**src/rtl/mips_avalon_arbiter.sv**
```systemverilog
// Avalon-MM master front-end for the MIPS core: arbitrates the instruction
// fetch port and the data port onto a single Avalon slave, one transaction
// at a time, with a bus watchdog.
// Optional build macro: ARB_ROUND_ROBIN_EN selects round-robin arbitration
// instead of the default fixed priority (data over instruction).
//
// state | meaning
// ------+-------------------------------------------------------------
// IDLE  | no transaction; Avalon controls low; grant on any req
// BUSY  | transaction on the bus, held stable until waitrequest=0
// DONE  | one cycle; winner's done pulses, rdata valid, no arbitration
module mips_avalon_arbiter #(
  parameter int TIMEOUT_CYCLES = 1024,
  parameter int TIMEOUT_W      = 16
) (
  input  logic        clk,
  input  logic        rst,
  input  logic        i_req,
  input  logic [31:0] i_addr,
  output logic        i_done,
  output logic [31:0] i_rdata,
  input  logic        d_req,
  input  logic        d_we,
  input  logic [31:0] d_addr,
  input  logic [31:0] d_wdata,
  input  logic [3:0]  d_be,
  output logic        d_done,
  output logic [31:0] d_rdata,
  output logic [31:0] address,
  output logic        read,
  output logic        write,
  output logic [31:0] writedata,
  output logic [3:0]  byteenable,
  input  logic        waitrequest,
  input  logic [31:0] readdata,
  output logic        bus_err
);

  localparam logic [1:0] ST_IDLE = 2'd0;
  localparam logic [1:0] ST_BUSY = 2'd1;
  localparam logic [1:0] ST_DONE = 2'd2;

  localparam bit                 WD_EN    = (TIMEOUT_CYCLES != 0);
  localparam logic [TIMEOUT_W-1:0] WD_LIMIT = TIMEOUT_W'(TIMEOUT_CYCLES);
  localparam logic [31:0]        ABORT_DATA = 32'hDEADBEEF;

  logic [1:0]           state;
  logic [TIMEOUT_W-1:0] wd_cnt;
  logic [TIMEOUT_W-1:0] wd_next;
  logic                 wd_hit;
  logic                 gnt_d;
  logic                 pick_d;

`ifdef ARB_ROUND_ROBIN_EN
  logic last_gnt_d;

  // Contested grant goes to the port not served last; otherwise the requester.
  always_comb begin
    pick_d = d_req;
    if (i_req && d_req) begin
      pick_d = !last_gnt_d;
    end
  end

  // Last-grant register, starts as "instruction" so data wins the first tie.
  always_ff @(posedge clk) begin
    if (rst) begin
      last_gnt_d <= 1'b0;
    end else if (state == ST_IDLE && (i_req || d_req)) begin
      last_gnt_d <= pick_d;
    end
  end
`else
  // Fixed priority: data always beats instruction fetch.
  always_comb begin
    pick_d = d_req;
  end
`endif

  assign wd_next = wd_cnt + 1'b1;
  assign wd_hit  = WD_EN && waitrequest && (wd_next == WD_LIMIT);

  // Main sequencer: grant, hold the transaction, report completion.
  always_ff @(posedge clk) begin
    if (rst) begin
      state      <= ST_IDLE;
      wd_cnt     <= '0;
      gnt_d      <= 1'b0;
      address    <= '0;
      read       <= 1'b0;
      write      <= 1'b0;
      writedata  <= '0;
      byteenable <= '0;
      i_done     <= 1'b0;
      d_done     <= 1'b0;
      i_rdata    <= '0;
      d_rdata    <= '0;
      bus_err    <= 1'b0;
    end else begin
      case (state)
        ST_IDLE: begin
          i_done <= 1'b0;
          d_done <= 1'b0;
          if (i_req || d_req) begin
            state  <= ST_BUSY;
            wd_cnt <= '0;
            gnt_d  <= pick_d;
            if (pick_d) begin
              address    <= d_addr;
              writedata  <= d_wdata;
              byteenable <= d_be;
              read       <= !d_we;
              write      <= d_we;
            end else begin
              address    <= i_addr;
              writedata  <= '0;
              byteenable <= 4'hF;
              read       <= 1'b1;
              write      <= 1'b0;
            end
          end
        end
        ST_BUSY: begin
          if (!waitrequest) begin
            read  <= 1'b0;
            write <= 1'b0;
            state <= ST_DONE;
            if (gnt_d) begin
              d_done <= 1'b1;
              if (read) begin
                d_rdata <= readdata;
              end
            end else begin
              i_done  <= 1'b1;
              i_rdata <= readdata;
            end
          end else if (wd_hit) begin
            // Slave never answered: abandon the access and poison the data.
            read    <= 1'b0;
            write   <= 1'b0;
            bus_err <= 1'b1;
            wd_cnt  <= wd_next;
            state   <= ST_DONE;
            if (gnt_d) begin
              d_done  <= 1'b1;
              d_rdata <= ABORT_DATA;
            end else begin
              i_done  <= 1'b1;
              i_rdata <= ABORT_DATA;
            end
          end else if (WD_EN) begin
            wd_cnt <= wd_next;
          end
        end
        ST_DONE: begin
          i_done <= 1'b0;
          d_done <= 1'b0;
          state  <= ST_IDLE;
        end
        default: begin
          read   <= 1'b0;
          write  <= 1'b0;
          i_done <= 1'b0;
          d_done <= 1'b0;
          state  <= ST_IDLE;
        end
      endcase
    end
  end

endmodule

```
**config.mk**
```make
export PLATFORM = sky130hd
export DESIGN_NAME = mips_avalon_arbiter
export DESIGN_NICKNAME = d
export VERILOG_FILES = /design/src/rtl/mips_avalon_arbiter.sv
export SDC_FILE = /design/constraint.sdc
export NUM_CORES = 1
export LEC_CHECK = 0
export ABC_AREA = 1
export CAP_MARGIN = 15
export CORE_ASPECT_RATIO = 1.4
export CORE_MARGIN = 4
export CORE_UTILIZATION = 39
export CTS_BUF_LIST = sky130_fd_sc_hd__clkbuf_16
export DETAILED_ROUTE_END_ITERATION = 10
export GPL_TIMING_DRIVEN = 0
export HOLD_SLACK_MARGIN = 0.02
export PLACE_DENSITY = 0.87
export SLEW_MARGIN = 20
export SYNTH_ARGS = -nofsm -noshare
export SYNTH_HDL_FRONTEND = slang
export SYNTH_SLANG_ARGS = --single-unit
export TNS_END_PERCENT = 50
```
**constraint.sdc**
```tcl
create_clock -name clk -period 1.9 [get_ports clk]
set_input_delay 0.19 -clock clk [delete_from_list [all_inputs] [get_ports clk]]
set_output_delay 0.19 -clock clk [all_outputs]
set_load 0.03 [all_outputs]
```
# Yosys cells after proc, flatten, opt, wreduce, memory -nomap -nowiden
# Index checks and enable logic that the tools add are counted.
# totals
input_bits	138
output_inout_bits	137
wordCells	74
ff_bits	156
# op_classes
muxes	33
addsub	1
n_reduce_logical	15
n_bitwise	2
eq_ne	10
# ops
op	count
$mux W32	11
$mux W16	2
$pmux W16 S2	1
$add A16 B1 Y16 const B	1
$eq A16 B11 Y1 const B	1
$mux W1	12
$reduce_and A3 Y1	3
$ne A2 B2 Y1 const B	4
$mux W2	3
$pmux W1 S3	2
$reduce_bool A2 Y1	3
$reduce_and A5 Y1	1
$mux W4	1
$ne A2 B1 Y1 const B	2
$pmux W2 S2	1
$reduce_and A2 Y1	2
$reduce_and A4 Y1	1
$ne A3 B3 Y1 const B	1
$eq A2 B1 Y1 const B	1
$eq A2 B2 Y1 const B	1
$logic_not A2 Y1	1
$not A1 Y1	2
$reduce_or A2 Y1	1
$logic_and A1 B1 Y1	1
2 further kinds	2

# Longest topological paths before layout
# depth
ltp_word	6
mapped_depth	16
ltp_nobuf	15

# Least setup slack after synthesis
# Ideal clock, no wire load.
# synth_path
path_type	reg-to-reg
start	register wd_cnt[0]
end	register d_rdata[14]
path_slack_ns	-0.047
arrival_ns	1.835
t_required_ns	1.787
n_path_buf	1
path_stages_with_launch	16
setup_ns	0.113
period_less_slack_ns	1.947
cell_sequence	dfxtp_1 ha_1 nand3_1 inv_1 nand2_1 nand2_1 nand2_1 nor2_1 nand2_1 nor2_1 nand3_2 nand2_4 nand3_4 buf_6 nor2_1 nor2_1
# synth_between
elab_chain_len	5
word_cells_on_any_way	6
cone_classes	add/sub: 1; eq/ne: 3; reduce/logical: 2
# synth_lines
element	line	text
start, declared	48	logic [TIMEOUT_W-1:0] wd_cnt;
start signal, assigned	142	wd_cnt <= wd_next;
start signal, assigned	152	wd_cnt <= wd_next;
$add A16 B1 Y16 *	80	assign wd_next = wd_cnt + 1'b1;
$eq A16 B11 Y1 *	81	assign wd_hit = WD_EN && waitrequest && (wd_next == WD_LIMIT);
$logic_and A1 B1 Y1 *	81	
$ne A2 B1 Y1 (no line)	-	
$reduce_and A5 Y1 (no line) *	-	
end signal, assigned	131	d_rdata <= readdata;
end, declared	28	output logic [31:0] d_rdata,
# Mark *: on every way between the ends. The rest lies on a longest branch, timed or not.
# A chain may end at the register's enable or synchronous reset.

# Final worst setup path
# layout_path
start	register wd_cnt[1]
end	register d_rdata[14]
# The elaborated chain is that of the path after synthesis.

==> flow_summary.yaml <==
final_layout:
  diodes: 0
  area_delta_synth_final_pct: 58.6
  num-nets-final: 1432
  final_cell_count_no_fill: 1542
  fin_area_um2: 10800
  seqCellArea_um2: 3140
  post-route-util_pct: 62.7
  drive_gt1_share_pct: 10.8
  multi_input_area_um2: 3210
  fill_cells: 1458
sta:
  rsz0062_at_grt: "yes"
  fin_ws_ns: -0.227
  slew_headroom_pct: 57.3
  timing.final.crit_period_ns: 2.13
  setup_tns_ns: -10.81
  max_slew.worst_pin.slew_ns: 0.641
  hold_viol_final: 0
  clock.fmax_ghz: 0.470
  setup_violations: 69
  slew_violations: 0
  holdWs_ns: 0.222
  period_share_pct: 112
  finClkSkew_ns: 0.0108
global_route:
  grt_pass1_vias: 7493
  antenna_found_initial: 0
  grt_max_degree: 17
  grt_pass1_wl_um: 36800
  grt_usage_pct: 23.6
  globalRoute.totalOverflow: 0
pwr:
  seqPwrFrac_pct: 40.6
  switching_share_pct: 30.7
  power_frac_comb_pct: 21.2
  ir_worst_vdd_v: 0.000545
  cellLeakagePower_nw: 4.21
  intPower_w: 0.00609
  p_clk_share_pct: 38.2
  p_per_area_nw_per_um2: 811
  switchingPower_w: 0.00270
worst_setup_path:
  cpMaxStageDelayCell: "dfxtp_4"
  crit_arrival_ns: 2.45
  crit-reg2reg-launch: "wd_cnt[1]"
  crit_path_max_fanout: 6
  path_buf_inv: 1
  worst_r2r_endpoint: "d_rdata[14]"
  worst_setup_path_start_kind: "register"
  end_kind: "register"
  critical_path_cell_count: 13
  setup.worst_path.class: "register to register"
  r2r_slack_ns: -0.23
  required_ns: 2.22
  crit_family: "simple AND/OR/NAND/NOR gates"
  cpPeakStageDelay_ns: 0.37
  r2r_cells: 13
  cp_cell_sequence: "ha_4, nand3_4, nor2_4, nand3_1, nand2_1, nand2_2, nor3_4, nand3_2, nand2_4, nand3_4, buf_6, nor2_1, nor2_2"
  cp_common_cell: "nand3_4"
clock_tree:
  insertion_delay_ns: 0.42
  cts_tree: "done"
  cts_root_buffer: "clkbuf_16"
  cts_buffers: 17
  clk_path_buf_depth: 2
  clock_sinks: 156
  ctsHtreeMaxLevel: 4
  clkSlewWorstSetupHoldPaths_ns: 0.07
logic_synthesis:
  async_reset_ff_share_pct: 0
  yosysTopAreaCellShare_pct: 45.7
  synth_nets: 1126
  yosys_warnings: 0
  synth_ff_type: "dfxtp_1"
  yosysUniqueCellTypes: 30
  synth-edff-count: 0
  synth_area_leaders: "dfxtp_1 (46%), nand2_1 (17%), a21oi_1 (6.4%)"
  ys_ff_latch: 156
  yosysSeqAreaShare_pct: 45.7
  synth_area_um2: 6830
  yosysTopAreaCell: "dfxtp_1"
  syn_avg_cell_area_um2: 6.92
  netlist_instances: 987
worst_hold_path:
  hp-class: "input pin to register"
  min_to: "address[0]"
  hold_start: "d_req"
  hold_depth: 3
run:
  maxCapViolCount: 0
routing:
  vias: 7812
  antenna_left: 0
  drtIter0Drc: 729
  drc: 0
  via_per_inst: 5.07
  firstDrtPassIters: 5
  routed_wirelength_um: 24400
  detail_route.wl_per_cell_um: 15.8
outcome:
  status: "finished, violations left"
  violations: "negative setup slack"
placement:
  port_buffers: 271
  placed_area_um2: 9850
  dp_cells: 1494
  gp_congestion: 0.981
  dp_hpwl_um: 18200
floorplanning:
  rows: 57
  start_util_pct: 39.6
  core-area_um2: 17300
  fp.dieH_um: 165
  die_area_um2: 19700
  die_x_um: 120
  ios: 275
## flip-flops by register name, indices dropped and copies added (netlist names)
| signal | flops |
|---|---|
| address | 32 |
| bus_err | 1 |
| byteenable | 4 |
| d_done | 1 |
| d_rdata | 32 |
| gnt_d | 1 |
| i_done | 1 |
| i_rdata | 32 |
| read | 1 |
| state | 2 |
| wd_cnt | 16 |
| write | 1 |
| writedata | 32 |
## layout by cell type (no fill, tap or decap), drive strengths merged, types with 24 or more instances in the layout
cell	Yosys	routed
a21oi	87	87
a31oi	32	32
buf	17	35
clkbuf	53	68
clkdlybuf4s50	0	271
dfxtp	156	156
inv	111	119
nand2	306	306
nand4	41	41
nor2	90	90
o21ai	43	43
or4	24	24
## layer usage
metal | vias up | track usage (%) | part of all wire, %
met5 | - | 0 | 0
met4 | 0 | 13.4 | 5.4
met3 | 85 | 7.85 | 8.5
met2 | 390 | 42.9 | 50
met1 | 3546 | 23.6 | 36
li1 | 3791 | - | -
## power groups by stage
stage | Sequential, W | Combinational, W | Clock, W
after floorplan | 0.00398 | 0.000552 | 0
after global placement | 0.00363 | 0.00176 | 0
after detailed placement | 0.00364 | 0.00178 | 0
after CTS | 0.00357 | 0.00183 | 0.00339
after global routing | 0.00359 | 0.00199 | 0.00353
final | 0.00357 | 0.00186 | 0.00336
## what timing repair did
item                       in CTS  in global routing
pin swaps                       9                 17
hold endpoints to repair        0                  0
gates resized for setup        44                 62
gates cloned                    3                  0
hold buffers                    0                  0
setup endpoints to repair     128                114
buffers inserted               13                  0
## synth_stat cells (2+ instances only)
master    count
nand2_2       2
nand2_1     303
inv_1       111
a21oi_1      87
o21ai_0      42
nand3b_1      2
xnor2_1       3
buf_2         9
dfxtp_1     156
buf_1         5
buf_6         3
clkbuf_1     53
or4_1        24
nand4_1      41
nor2_2        2
a31oi_1      32
nor2_1       87
nand3_2       2
nand3_1      12
## worst register-to-register path: cells and delay by family, from the launching register on
kind,cells,cell delay [ns]
AND/OR/NAND/NOR,11,1.30
flip-flops,1,0.37
adder cells (fa/ha/maj),1,0.16
buffers and inverters,1,0.20
## final cells by class
class                           count  area share, %
Inverter                          112           3.91
Clock inverter                     15           1.40
Clock buffer                       17           3.93
Buffer                             70           3.06
Multi-Input combinational cell    649           29.6
Tap cell                          236           2.73
Sequential cell                   156           29.0
Timing Repair Buffer              287           26.3
## worst max path at each step
stage                    from     endpoint  slack (ns)
global route        wd_cnt[0]  d_rdata[14]       -0.38
finish              wd_cnt[1]  d_rdata[14]       -0.23
CTS                 wd_cnt[0]  d_rdata[29]       -0.20
global placement        i_req  address[21]       -0.47
floorplan           wd_cnt[0]  d_rdata[14]       0.004
detailed placement      i_req  address[30]       -0.50
## cell families after synthesis
| family | count (synthesis) | share of synthesized area [%] |
|---|---|---|
| AO/OA/AOI/OAI | 166 | 12.9 |
| XOR/XNOR | 3 | 0.385 |
| adder cells (fa/ha/maj) | 1 | 0.183 |
| buffers and inverters | 182 | 10.5 |
| flip-flops | 156 | 45.7 |
| AND/OR/NAND/NOR | 479 | 30.3 |
## metrics by stage
| stage | setup slack [ns] | power [W] |
|---|---|---|
| final | -0.227 | 0.00879 |
| after global routing | -0.380 | 0.00911 |
| after CTS | -0.202 | 0.00879 |
| after detailed placement | -0.503 | 0.00542 |
| after global placement | -0.468 | 0.00539 |
| after floorplan | 0.00372 | 0.00453 |
Power figures use the tool's default switching activity.
